===== src/rtl/fir_ctrl_pkg.sv =====
// -----------------------------------------------------------------------------
// fir_ctrl_pkg
// Shared constants and types for the FIR coefficient sequencer.
//   DEC_ADDR    : host address of the decimation shadow register
//   CHK_ADDR    : host address of the expected-checksum register (only mapped
//                 when FIR_COE_CHKSUM_EN is defined)
//   fir_state_e : sequencer FSM state encoding
// -----------------------------------------------------------------------------
package fir_ctrl_pkg;

  localparam logic [7:0] DEC_ADDR = 8'hFF;
  localparam logic [7:0] CHK_ADDR = 8'hFE;

  typedef enum logic [2:0] {
    IDLE   = 3'd0,
    STREAM = 3'd1,
    GAP    = 3'd2,
    LOAD   = 3'd3,
    DONE   = 3'd4
  } fir_state_e;

endpackage


===== src/rtl/fir_coe_shadow.sv =====
// -----------------------------------------------------------------------------
// fir_coe_shadow
// Shadow store for the symmetric half of the FIR coefficient set.
// Ports:
//   clk, rst  : clock, synchronous active-high reset (clears every entry)
//   wr_en     : write strobe (already qualified by the sequencer)
//   wr_addr   : entry index, 0..COE_NUM_HALF-1
//   wr_data   : coefficient value
//   rd_en     : load the read register from entry rd_addr
//   rd_addr   : entry index driven by the sequencer beat counter
//   rd_data   : registered read data; holds while rd_en is low
// -----------------------------------------------------------------------------
module fir_coe_shadow
  import fir_ctrl_pkg::*;
#(
  parameter int unsigned COE_WDTH     = 29,
  parameter int unsigned COE_NUM_HALF = 26
) (
  input  logic                clk,
  input  logic                rst,
  input  logic                wr_en,
  input  logic [7:0]          wr_addr,
  input  logic [COE_WDTH-1:0] wr_data,
  input  logic                rd_en,
  input  logic [7:0]          rd_addr,
  output logic [COE_WDTH-1:0] rd_data
);

  logic [COE_WDTH-1:0] mem_q [COE_NUM_HALF];
  logic [COE_WDTH-1:0] mem_d [COE_NUM_HALF];
  logic [COE_WDTH-1:0] rd_data_q;
  logic [COE_WDTH-1:0] rd_data_d;

  // Write decode: the matching entry takes wr_data, all others hold.
  always_comb begin
    for (int i = 0; i < int'(COE_NUM_HALF); i++) begin
      if (wr_en && (wr_addr == 8'(i))) begin
        mem_d[i] = wr_data;
      end else begin
        mem_d[i] = mem_q[i];
      end
    end
  end

  // Read mux by compare rather than array index keeps the 8-bit address
  // legal for any entry count.
  always_comb begin
    rd_data_d = rd_data_q;
    if (rd_en) begin
      rd_data_d = '0;
      for (int i = 0; i < int'(COE_NUM_HALF); i++) begin
        rd_data_d = (rd_addr == 8'(i)) ? mem_q[i] : rd_data_d;
      end
    end else begin
      rd_data_d = rd_data_q;
    end
  end

  // Storage and read register.
  always_ff @(posedge clk) begin
    if (rst) begin
      for (int i = 0; i < int'(COE_NUM_HALF); i++) begin
        mem_q[i] <= '0;
      end
      rd_data_q <= '0;
    end else begin
      for (int i = 0; i < int'(COE_NUM_HALF); i++) begin
        mem_q[i] <= mem_d[i];
      end
      rd_data_q <= rd_data_d;
    end
  end

  assign rd_data = rd_data_q;

endmodule


===== src/rtl/fir_coe_seq.sv =====
// -----------------------------------------------------------------------------
// fir_coe_seq
// Host-programmable coefficient shadow plus a sequencer that streams the
// stored symmetric coefficient set to a FIR reload stage, waits LOAD_GAP idle
// cycles, then issues a one-cycle coe_load commit followed by a done pulse.
// Optional feature macro: FIR_COE_CHKSUM_EN -- adds an expected-checksum
// register at CHK_ADDR; on mismatch the commit is withheld and err is set.
// Ports:
//   clk, rst            : clock, synchronous active-high reset
//   host_wr_en/addr/data: host register write port
//   start               : request a stream+load sequence (IDLE only)
//   busy, done, err     : status (err is sticky, cleared by next start)
//   wr_drop             : pulse one cycle after a rejected host write
//   coe_vld/sop/din     : coefficient beat stream
//   coe_load            : commit pulse to the reload stage
//   coe_fir_dec         : decimation value captured at sequence start
// -----------------------------------------------------------------------------
module fir_coe_seq
  import fir_ctrl_pkg::*;
#(
  parameter int unsigned COE_NUM      = 51,
  parameter int unsigned COE_WDTH     = 29,
  parameter int unsigned COE_NUM_HALF = (COE_NUM + 32'd1) / 32'd2,
  parameter int unsigned LOAD_GAP     = 4
) (
  input  logic                clk,
  input  logic                rst,
  input  logic                host_wr_en,
  input  logic [7:0]          host_wr_addr,
  input  logic [31:0]         host_wr_data,
  input  logic                start,
  output logic                busy,
  output logic                done,
  output logic                err,
  output logic                wr_drop,
  output logic                coe_vld,
  output logic                coe_sop,
  output logic [COE_WDTH-1:0] coe_din,
  output logic                coe_load,
  output logic [31:0]         coe_fir_dec
);

  // Half-set size must cover the full symmetric tap count; addresses above
  // it are reserved for DEC_ADDR/CHK_ADDR.
  if ((COE_NUM_HALF < 32'd1) || (COE_NUM_HALF > 32'd254) ||
      (LOAD_GAP < 32'd2) || (LOAD_GAP > 32'd15) ||
      ((32'd2 * COE_NUM_HALF) < COE_NUM)) begin : g_cfg_chk
    $error("fir_coe_seq: illegal parameter combination");
  end

  localparam logic [7:0] HALF_W   = 8'(COE_NUM_HALF);
  localparam logic [3:0] GAP_LAST = 4'(LOAD_GAP - 32'd1);

  fir_state_e  state_q, state_d;
  logic [7:0]  cnt_q, cnt_d;
  logic [3:0]  gap_q, gap_d;
  logic        busy_q, busy_d;
  logic        done_q, done_d;
  logic        wr_drop_q, wr_drop_d;
  logic        coe_vld_q, coe_vld_d;
  logic        coe_sop_q, coe_sop_d;
  logic        coe_load_q, coe_load_d;
  logic [31:0] fir_dec_q, fir_dec_d;
  logic [31:0] dec_q, dec_d;

  logic        start_acc;
  logic        rd_en;
  logic        wr_ok;
  logic        addr_is_coe;
  logic        addr_mapped;
  logic        shadow_wr;

`ifdef FIR_COE_CHKSUM_EN
  logic [31:0] chk_q, chk_d;
  logic [31:0] sum_q, sum_d;
  logic        err_q, err_d;
`endif

  assign start_acc = (state_q == IDLE) && start;

  // Host write qualification. A write coinciding with an accepted start is
  // refused so the streamed set is exactly the pre-start contents.
  always_comb begin
    wr_ok       = host_wr_en && !busy_q && !start_acc;
    addr_is_coe = (host_wr_addr < HALF_W);
    addr_mapped = addr_is_coe || (host_wr_addr == DEC_ADDR);
`ifdef FIR_COE_CHKSUM_EN
    addr_mapped = addr_mapped || (host_wr_addr == CHK_ADDR);
`endif
    shadow_wr   = wr_ok && addr_is_coe;
    wr_drop_d   = host_wr_en && !(wr_ok && addr_mapped);
    if (wr_ok && (host_wr_addr == DEC_ADDR)) begin
      dec_d = host_wr_data;
    end else begin
      dec_d = dec_q;
    end
`ifdef FIR_COE_CHKSUM_EN
    if (wr_ok && (host_wr_addr == CHK_ADDR)) begin
      chk_d = host_wr_data;
    end else begin
      chk_d = chk_q;
    end
`endif
  end

  // Sequencer next state. cnt_q is the shadow read address: it is 0 in IDLE so
  // entry 0 is fetched on the start cycle, and runs one ahead during STREAM.
  always_comb begin
    state_d    = state_q;
    cnt_d      = cnt_q;
    gap_d      = gap_q;
    busy_d     = busy_q;
    done_d     = 1'b0;
    coe_vld_d  = 1'b0;
    coe_sop_d  = 1'b0;
    coe_load_d = 1'b0;
    fir_dec_d  = fir_dec_q;
    rd_en      = 1'b0;
`ifdef FIR_COE_CHKSUM_EN
    err_d = err_q;
    if (coe_vld_q) begin
      sum_d = sum_q + 32'(coe_din);
    end else begin
      sum_d = sum_q;
    end
`endif
    case (state_q)
      IDLE: begin
        if (start_acc) begin
          state_d   = STREAM;
          busy_d    = 1'b1;
          rd_en     = 1'b1;
          cnt_d     = 8'd1;
          coe_vld_d = 1'b1;
          coe_sop_d = 1'b1;
          fir_dec_d = dec_q;
`ifdef FIR_COE_CHKSUM_EN
          err_d = 1'b0;
          sum_d = 32'd0;
`endif
        end else begin
          busy_d = 1'b0;
        end
      end
      STREAM: begin
        if (cnt_q < HALF_W) begin
          rd_en     = 1'b1;
          cnt_d     = cnt_q + 8'd1;
          coe_vld_d = 1'b1;
        end else begin
          state_d = GAP;
          cnt_d   = 8'd0;
          gap_d   = GAP_LAST;
        end
      end
      GAP: begin
        if (gap_q == 4'd0) begin
`ifdef FIR_COE_CHKSUM_EN
          if (sum_q == chk_q) begin
            state_d    = LOAD;
            coe_load_d = 1'b1;
          end else begin
            // Bad set: withhold the commit but still report completion.
            state_d = DONE;
            done_d  = 1'b1;
            err_d   = 1'b1;
          end
`else
          state_d    = LOAD;
          coe_load_d = 1'b1;
`endif
        end else begin
          gap_d = gap_q - 4'd1;
        end
      end
      LOAD: begin
        state_d = DONE;
        done_d  = 1'b1;
      end
      DONE: begin
        state_d = IDLE;
        busy_d  = 1'b0;
      end
      default: begin
        state_d = IDLE;
        busy_d  = 1'b0;
        cnt_d   = 8'd0;
      end
    endcase
  end

  // State and registered outputs.
  always_ff @(posedge clk) begin
    if (rst) begin
      state_q    <= IDLE;
      cnt_q      <= 8'd0;
      gap_q      <= 4'd0;
      busy_q     <= 1'b0;
      done_q     <= 1'b0;
      wr_drop_q  <= 1'b0;
      coe_vld_q  <= 1'b0;
      coe_sop_q  <= 1'b0;
      coe_load_q <= 1'b0;
      fir_dec_q  <= 32'd0;
      dec_q      <= 32'd0;
`ifdef FIR_COE_CHKSUM_EN
      chk_q      <= 32'd0;
      sum_q      <= 32'd0;
      err_q      <= 1'b0;
`endif
    end else begin
      state_q    <= state_d;
      cnt_q      <= cnt_d;
      gap_q      <= gap_d;
      busy_q     <= busy_d;
      done_q     <= done_d;
      wr_drop_q  <= wr_drop_d;
      coe_vld_q  <= coe_vld_d;
      coe_sop_q  <= coe_sop_d;
      coe_load_q <= coe_load_d;
      fir_dec_q  <= fir_dec_d;
      dec_q      <= dec_d;
`ifdef FIR_COE_CHKSUM_EN
      chk_q      <= chk_d;
      sum_q      <= sum_d;
      err_q      <= err_d;
`endif
    end
  end

  fir_coe_shadow #(
    .COE_WDTH     (COE_WDTH),
    .COE_NUM_HALF (COE_NUM_HALF)
  ) u_shadow (
    .clk     (clk),
    .rst     (rst),
    .wr_en   (shadow_wr),
    .wr_addr (host_wr_addr),
    .wr_data (host_wr_data[COE_WDTH-1:0]),
    .rd_en   (rd_en),
    .rd_addr (cnt_q),
    .rd_data (coe_din)
  );

  assign busy        = busy_q;
  assign done        = done_q;
  assign wr_drop     = wr_drop_q;
  assign coe_vld     = coe_vld_q;
  assign coe_sop     = coe_sop_q;
  assign coe_load    = coe_load_q;
  assign coe_fir_dec = fir_dec_q;
`ifdef FIR_COE_CHKSUM_EN
  assign err = err_q;
`else
  assign err = 1'b0;
`endif

endmodule


===== config.mk =====
export PLATFORM = sky130hd
export DESIGN_NAME = fir_coe_seq
export DESIGN_NICKNAME = d
export VERILOG_FILES = /design/src/rtl/fir_ctrl_pkg.sv /design/src/rtl/fir_coe_shadow.sv /design/src/rtl/fir_coe_seq.sv
export SDC_FILE = /design/constraint.sdc
export NUM_CORES = 2
export LEC_CHECK = 0
export ABC_AREA = 1
export BUFFER_PORTS_ARGS = -buffer_cell sky130_fd_sc_hd__buf_2
export CELL_PAD_IN_SITES_DETAIL_PLACEMENT = 1
export CELL_PAD_IN_SITES_GLOBAL_PLACEMENT = 1
export CORE_AREA = 4 4 447 339
export CTS_CLUSTER_DIAMETER = 30
export CTS_CLUSTER_SIZE = 40
export DETAILED_ROUTE_END_ITERATION = 8
export DIE_AREA = 0 0 451 343
export PLACE_DENSITY = 0.53
export SLEW_MARGIN = 20
export SYNTH_ARGS = -nofsm -noshare
export SYNTH_HDL_FRONTEND = slang
export SYNTH_SLANG_ARGS = --single-unit

===== constraint.sdc =====
create_clock -name clk -period 3 [get_ports clk]
set_input_delay 0 -clock clk [delete_from_list [all_inputs] [get_ports clk]]
set_output_delay 0 -clock clk [all_outputs]
set_load 0.1 [all_outputs]

* After elaboration in Yosys (flattened, before gate mapping)
Memory sizes are Yosys's and may differ from the RTL's.
Cells that the tools add are included.
** Storage, ports and cells
- Word-level logic and storage cells :: 252
- Register bits after elaboration :: 114
- Bits of input ports :: 44
- Memories :: 1
- Bits in writable memories :: 754
- Output and inout bits :: 68
** Memories
- u_shadow.mem_q :: depth 26, width 29, read ports 26, clocked after Yosys merged registers in 0, wr ports 26, line fir_coe_shadow.sv:29 : logic [COE_WDTH-1:0] mem_q [COE_NUM_HALF];
** Operators by class
- Bitwise logic cells :: 29
- Magnitude comparators :: 2
- Equal/unequal tests :: 59
- $add $sub $neg :: 2
- Reductions and logical operators :: 50
- Mux-type cells :: 97
** Operators with widths (number)
- $mux W29 :: 78
- $eq A8 B5 Y1 const B :: 20
- $eq A8 B4 Y1 const B :: 16
- $eq A8 B3 Y1 const B :: 8
- $logic_and A1 B1 Y1 :: 33
- $eq A8 B2 Y1 const B :: 4
- $or A1 B1 Y1 :: 26
- $pmux W8 S3 :: 1
- $eq A8 B1 Y1 const B :: 2
- $logic_not A8 Y1 :: 2
- $lt A8 B5 Y1 const B :: 2
- $mux W8 :: 2
- $pmux W3 S4 :: 1
- $mux W3 :: 3
- $add A8 B1 Y8 const B :: 1
- $eq A8 B8 Y1 const B :: 1
- $mux W4 :: 2
- $ne A2 B2 Y1 const B :: 4
- $pmux W4 S2 :: 1
- $mux W1 :: 7
- $eq A3 B2 Y1 const B :: 2
- $reduce_and A3 Y1 :: 2
- $reduce_or A3 Y1 :: 2
- $logic_not A4 Y1 :: 1
- 11 further kinds :: 18

* Longest topological paths before layout
- Depth in word-level cells :: 27
- Mapped depth :: 32
- Depth with buffers taken out :: 31

* Hierarchy
A second synthesis with hierarchy kept.
** Unflattened totals
- Cell total of the unflattened synthesis :: 4783
- Area total of the unflattened synthesis :: 35371.4 µm²
** By module, submodules not included
- fir_coe_shadow :: times used 1, area each 31893.1 µm², cells an instance 4287, seq. area each 15675.0 µm²
- fir_coe_seq :: times used 1, area each 3478.3 µm², cells an instance 496, seq. area each 1701.6 µm²

* Worst setup path after synthesis
Ideal clock, no wire load.
- Kind :: reg-to-reg
- Start :: register cnt_q[1]
- End :: register u_shadow.rd_data_q[3] (netlist: u_shadow.rd_data[3])
- Arrival time :: 2678 ps
- Path slack :: 261 ps
- Buffers on the path :: 1
- Clock period less this slack :: 2739 ps
- Library setup time :: 61 ps
- Cell stages (with the launch flop) :: 33
- Required time :: 2939 ps
- Cells stage by stage :: dfxtp_1 -> inv_1 -> ha_1 -> inv_1 -> nor2_1 -> nor3_4 -> buf_4 -> nand2_1 -> o211ai_1 -> o211ai_1 -> nand3_1 -> nand2_1 -> nand2_1 -> nand2_1 -> nand2_1 -> nand2_1 -> nand3_1 -> nand2_1 -> nand2_1 -> nand2_1 -> nand2_1 -> nand3_1 -> nand3_1 -> nand2_1 -> nand3_1 -> nand3_1 -> nand3_1 -> nand2_1 -> nand3_1 -> nand3_1 -> nand3b_1 -> nand2_1 -> nand2_1
** Between the ends
- Word-level cells in the longest chain between the ends :: 27
- Elaborated cells between the ends (all ways) :: 55
- Classes of those cells :: 1 x order compare; 25 x eq/ne; 28 x mux; 1 x reduce/logical
** Ends and longest elaborated chain
- start, declared :: line fir_coe_seq.sv:55 : logic [7:0] cnt_q, cnt_d;
- start signal, assigned :: line fir_coe_seq.sv:213 : cnt_q <= cnt_d;
- $logic_not A8 Y1 :: line fir_coe_shadow.sv:52 : rd_data_d = (rd_addr == 8'(i)) ? mem_q[i] : rd_data_d;
- $mux W29 (26 in a row) :: line fir_coe_shadow.sv:52
- end signal, assigned :: line fir_coe_shadow.sv:70 : rd_data_q <= rd_data_d;
- end, declared :: line fir_coe_shadow.sv:31 : logic [COE_WDTH-1:0] rd_data_q;
Several ways; a longest one is shown, not always the timed one.
A chain may end at the register's enable or synchronous reset.

* Worst setup path in the final report
- Start :: register cnt_q[0]
- End :: register u_shadow.rd_data_q[14] (netlist: u_shadow.rd_data[14])
Same word-level chain as after synthesis.

==> flow_summary_export.csv <==
group,metric,value,unit
clock_network,cts_tree,"done",
power,ir_drop,0.794,mV
worst_setup_path,rrSetupSlack,-760,ps
yosys,synth_cell_types,40,
layout,nets,5433,
clock_network,htreeDepth,4,
timing,skew,22.3,ps
worst_hold_path,hold_class,"in -> reg",
placement,place_congestion,0.817,
worst_setup_path,arrival,4500,ps
worst_setup_path,cp-start-kind,"flip-flop",
yosys,syn_nets,5129,
worst_setup_path,ff2ff_path_depth,34,
layout,drive_gt1_share,23.9,%
global_route,antenna_found_initial,17,
clock_network,clock-sinks,868,
worst_setup_path,critPathMaxStageDelay,350,ps
worst_setup_path,worst_ep_required_time,3740,ps
worst_setup_path,critPathKind,"reg -> reg",
timing,finalCritPeriodShare,125,%
layout,fill_cells,17500,
yosys,synth_seq_cells,868,
floorplan,initial_utilization,24.9,%
worst_setup_path,r2r_end,"u_shadow.rd_data[14]$_SDFFE_PP0P_",
clock_network,clock_tree.buffer_depth,3,
layout,final_common_cell,"o21ai_0",
timing,hold_violations,0,
worst_hold_path,min_from,"host_wr_addr[1]",
yosys,yosys.area.top_type,"dfxtp_1",
worst_hold_path,hold_end,"u_shadow.mem_q[11][6]$_SDFFE_PP0P_",
yosys,netlist_instances,5079,
power,power_density,792,nW/um^2
job,maxCapViolCount,0,
clock_network,cts-root-buf,"clkbuf_16",
floorplan,dieArea,155000,sq um
detailed_routing,drt_iter0_drc,2759,
global_route,grt_max_degree,129,
timing,setup_viol,29,
detailed_routing,drc_errors,0,
power,p_leak,20.7,nW
floorplan,die_w,451,um
detailed_routing,dr.pass1.iters,7,
global_route,grt-ovfl-total,0,
detailed_routing,vias,36900,
worst_hold_path,holdPathStages,5,
timing,maxSlewViolCount,0,
placement,dpl-instance-area,41600,sq um
detailed_routing,wl,174,mm
floorplan,core-area,147000,sq um
yosys,synthTopCellsByArea,"dfxtp_1 47%, o21ai_0 12%, a21oi_1 12%, nand2_1 8.2%, inv_1 4.2%",
layout,fin_cells,7542,
outcome,outcome,"complete, but fails checks",
worst_setup_path,crit_path_max_fanout,5,
timing,worst_slew_pin_slew,1210,ps
worst_setup_path,crit_path_top_delay_cell,"dfxtp_4",
yosys,post_synth_instance_area,36600,sq um
timing,setup_tns,-17580,ps
worst_setup_path,cp-end-kind,"flip-flop",
yosys,synth.avg_cell_area,7.21,sq um
clock_network,numCtsBuffers,204,
timing,finalWorstPathRequiredPeriod,3760,ps
timing,slew_headroom,19.1,%
placement,place_hpwl,115,mm
global_route,grt_pass1_wl,253,mm
clock_network,path_clk_slew,50,ps
yosys,yosysWarnings,0,
layout,finish.utilization,35.0,%
timing,max_freq,0.266,GHz
detailed_routing,via_per_inst,4.90,
floorplan,rows,122,
layout,layout_common_cells,"873 x o21ai_0, 862 x a21oi_1, 862 x dfxtp_1, 632 x nand2_1, 406 x inv_1",
worst_setup_path,reg2reg_from,"cnt_q[0]$_SDFFE_PP0P_",
timing,setup_ws,-756,ps
floorplan,die_h,343,um
power,finalPower,40.7,mW
floorplan,io_pins,112,
timing,grt_setup_unrepaired,"true",
placement,io_buffers,110,
yosys,synth_top_cell_area_share,47.4,%
global_route,grt_pass1_vias,36200,
detailed_routing,wl_per_cell,23.1,um
yosys,ys_seq_area_share,47.4,%
layout,syn2layout_area_growth,40.4,%
global_route,track_usage,21.9,%
detailed_routing,postRouteAntennaNets,0,
placement,dp.cells,7087,
clock_network,clkLatencyLatePin,810,ps
worst_setup_path,cp_common_cell,"nand2_2",
outcome,violations,"setup timing",
layout,design_area,51400,sq um
## flip-flops by register name, summed over array words and instances (netlist names)
name	cells
u_shadow.rd_data	29
dec_q	32
busy	1
gap_q	4
cnt_q	8
coe_vld	1
u_shadow.mem_q	754
coe_fir_dec	32
coe_load	1
wr_drop	1
state_q	3
done	1
coe_sop	1
## where the power goes
| part | internal (mW) | switching, mW |
|---|---|---|
| clock network | 16.0 | 7.33 |
| registers | 11.8 | 0.166 |
| logic | 1.46 | 3.96 |
## per-stage QoR
stage	worst slack, ps	hold WS (ps)
after global routing	-938	80.5
after floorplan	261	139
after CTS	-833	20.5
after detailed placement	-1190	263
after global placement	-1160	259
final	-756	78.0
## cells by family (layout without fill, tap and decap cells)
family,count (synthesis),in the layout,share of synthesized area (%)
DFF,868,868,47.4
adders and majority gates,6,6,0.205
other,1,7,0.0102
buffers and inverters,888,1361,9.31
xor gates and xnor gates,3,3,0.0717
and+or+nand+nor,1395,1395,16.0
AOI/OAI and AO/OA,1918,1918,26.9
## cell usage after synthesis
| cell | instances |
|---|---|
| a221oi_1 | 1 |
| buf_1 | 5 |
| a2111oi_0 | 1 |
| buf_6 | 1 |
| o221ai_1 | 1 |
| o21bai_1 | 2 |
| a21oi_1 | 879 |
| or2_2 | 53 |
| nor2_1 | 254 |
| clkinv_1 | 37 |
| nor3_1 | 18 |
| a211oi_1 | 59 |
| nor3_4 | 1 |
| a21boi_0 | 2 |
| ha_1 | 6 |
| o21ai_1 | 52 |
| o211ai_2 | 1 |
| nand2_2 | 4 |
| dfxtp_1 | 868 |
| xor2_1 | 3 |
| inv_2 | 9 |
| nand4_1 | 20 |
| o21ai_0 | 886 |
| buf_4 | 6 |
| or2_0 | 9 |
| nand2_1 | 802 |
| nand3_1 | 201 |
| nor2_4 | 5 |
| or2_1 | 6 |
| inv_1 | 413 |
| o22ai_1 | 1 |
| nand3b_1 | 18 |
| o2111ai_1 | 1 |
| nor2_2 | 1 |
| buf_2 | 38 |
| clkbuf_1 | 379 |
| o211ai_1 | 32 |
| conb_1 | 1 |
| nor3_2 | 1 |
| nor3b_1 | 2 |
## final cells by class
type / instances / area, sq um / share of cell area [%]
clock buffer: 273 / 5760 / 11.2
timing repair buffer: 527 / 4830 / 9.40
sequential: 868 / 17400 / 33.8
antenna: 6 / 15.0 / 0.0292
multi-input combinational: 3323 / 17700 / 34.4
inverter: 459 / 1760 / 3.41
clock inverter: 102 / 1470 / 2.86
tap: 1984 / 2480 / 4.83
## worst max-delay path by stage
stage	to	startpoint	slack, ps
floorplan	u_shadow.rd_data[3]$_SDFFE_PP0P_	cnt_q[1]$_SDFFE_PP0P_	260
global placement	u_shadow.rd_data[23]$_SDFFE_PP0P_	cnt_q[0]$_SDFFE_PP0P_	-1160
detailed placement	u_shadow.rd_data[2]$_SDFFE_PP0P_	cnt_q[1]$_SDFFE_PP0P_	-1190
CTS	u_shadow.rd_data[2]$_SDFFE_PP0P_	cnt_q[0]$_SDFFE_PP0P_	-830
global route	u_shadow.rd_data[14]$_SDFFE_PP0P_	cnt_q[3]$_SDFFE_PP0P_	-940
finish	u_shadow.rd_data[14]$_SDFFE_PP0P_	cnt_q[0]$_SDFFE_PP0P_	-760
## repair_timing
action | in CTS | in global routing
gates cloned | 1 | 1
setup buffers | 17 | 16
resized for setup | 286 | 217
setup endpoints to repair | 29 | 68
pin swaps | 147 | 257
hold endpoints to repair | 528 | 0
hold buffers | 44 | 0
## routing by layer
| layer | share of wire, % | GRT usage (%) | wire, um |
|---|---|---|---|
| met1 | 51 | 33.2 | 88600 |
| met2 | 41 | 31.3 | 70900 |
| met3 | 6.1 | 4.03 | 10700 |
| met4 | 2.4 | 6.10 | 4140 |
| met5 | 0.0075 | 0 | 13 |
## worst max-delay path: cells and delay by family, from the launching register on
family | cells | cell delay (ps)
simple gates | 25 | 2170
buf+inv | 5 | 660
flops | 1 | 350
compound gates | 3 | 330
fa+ha+maj | 1 | 170
(Power assumes the default switching activity.)
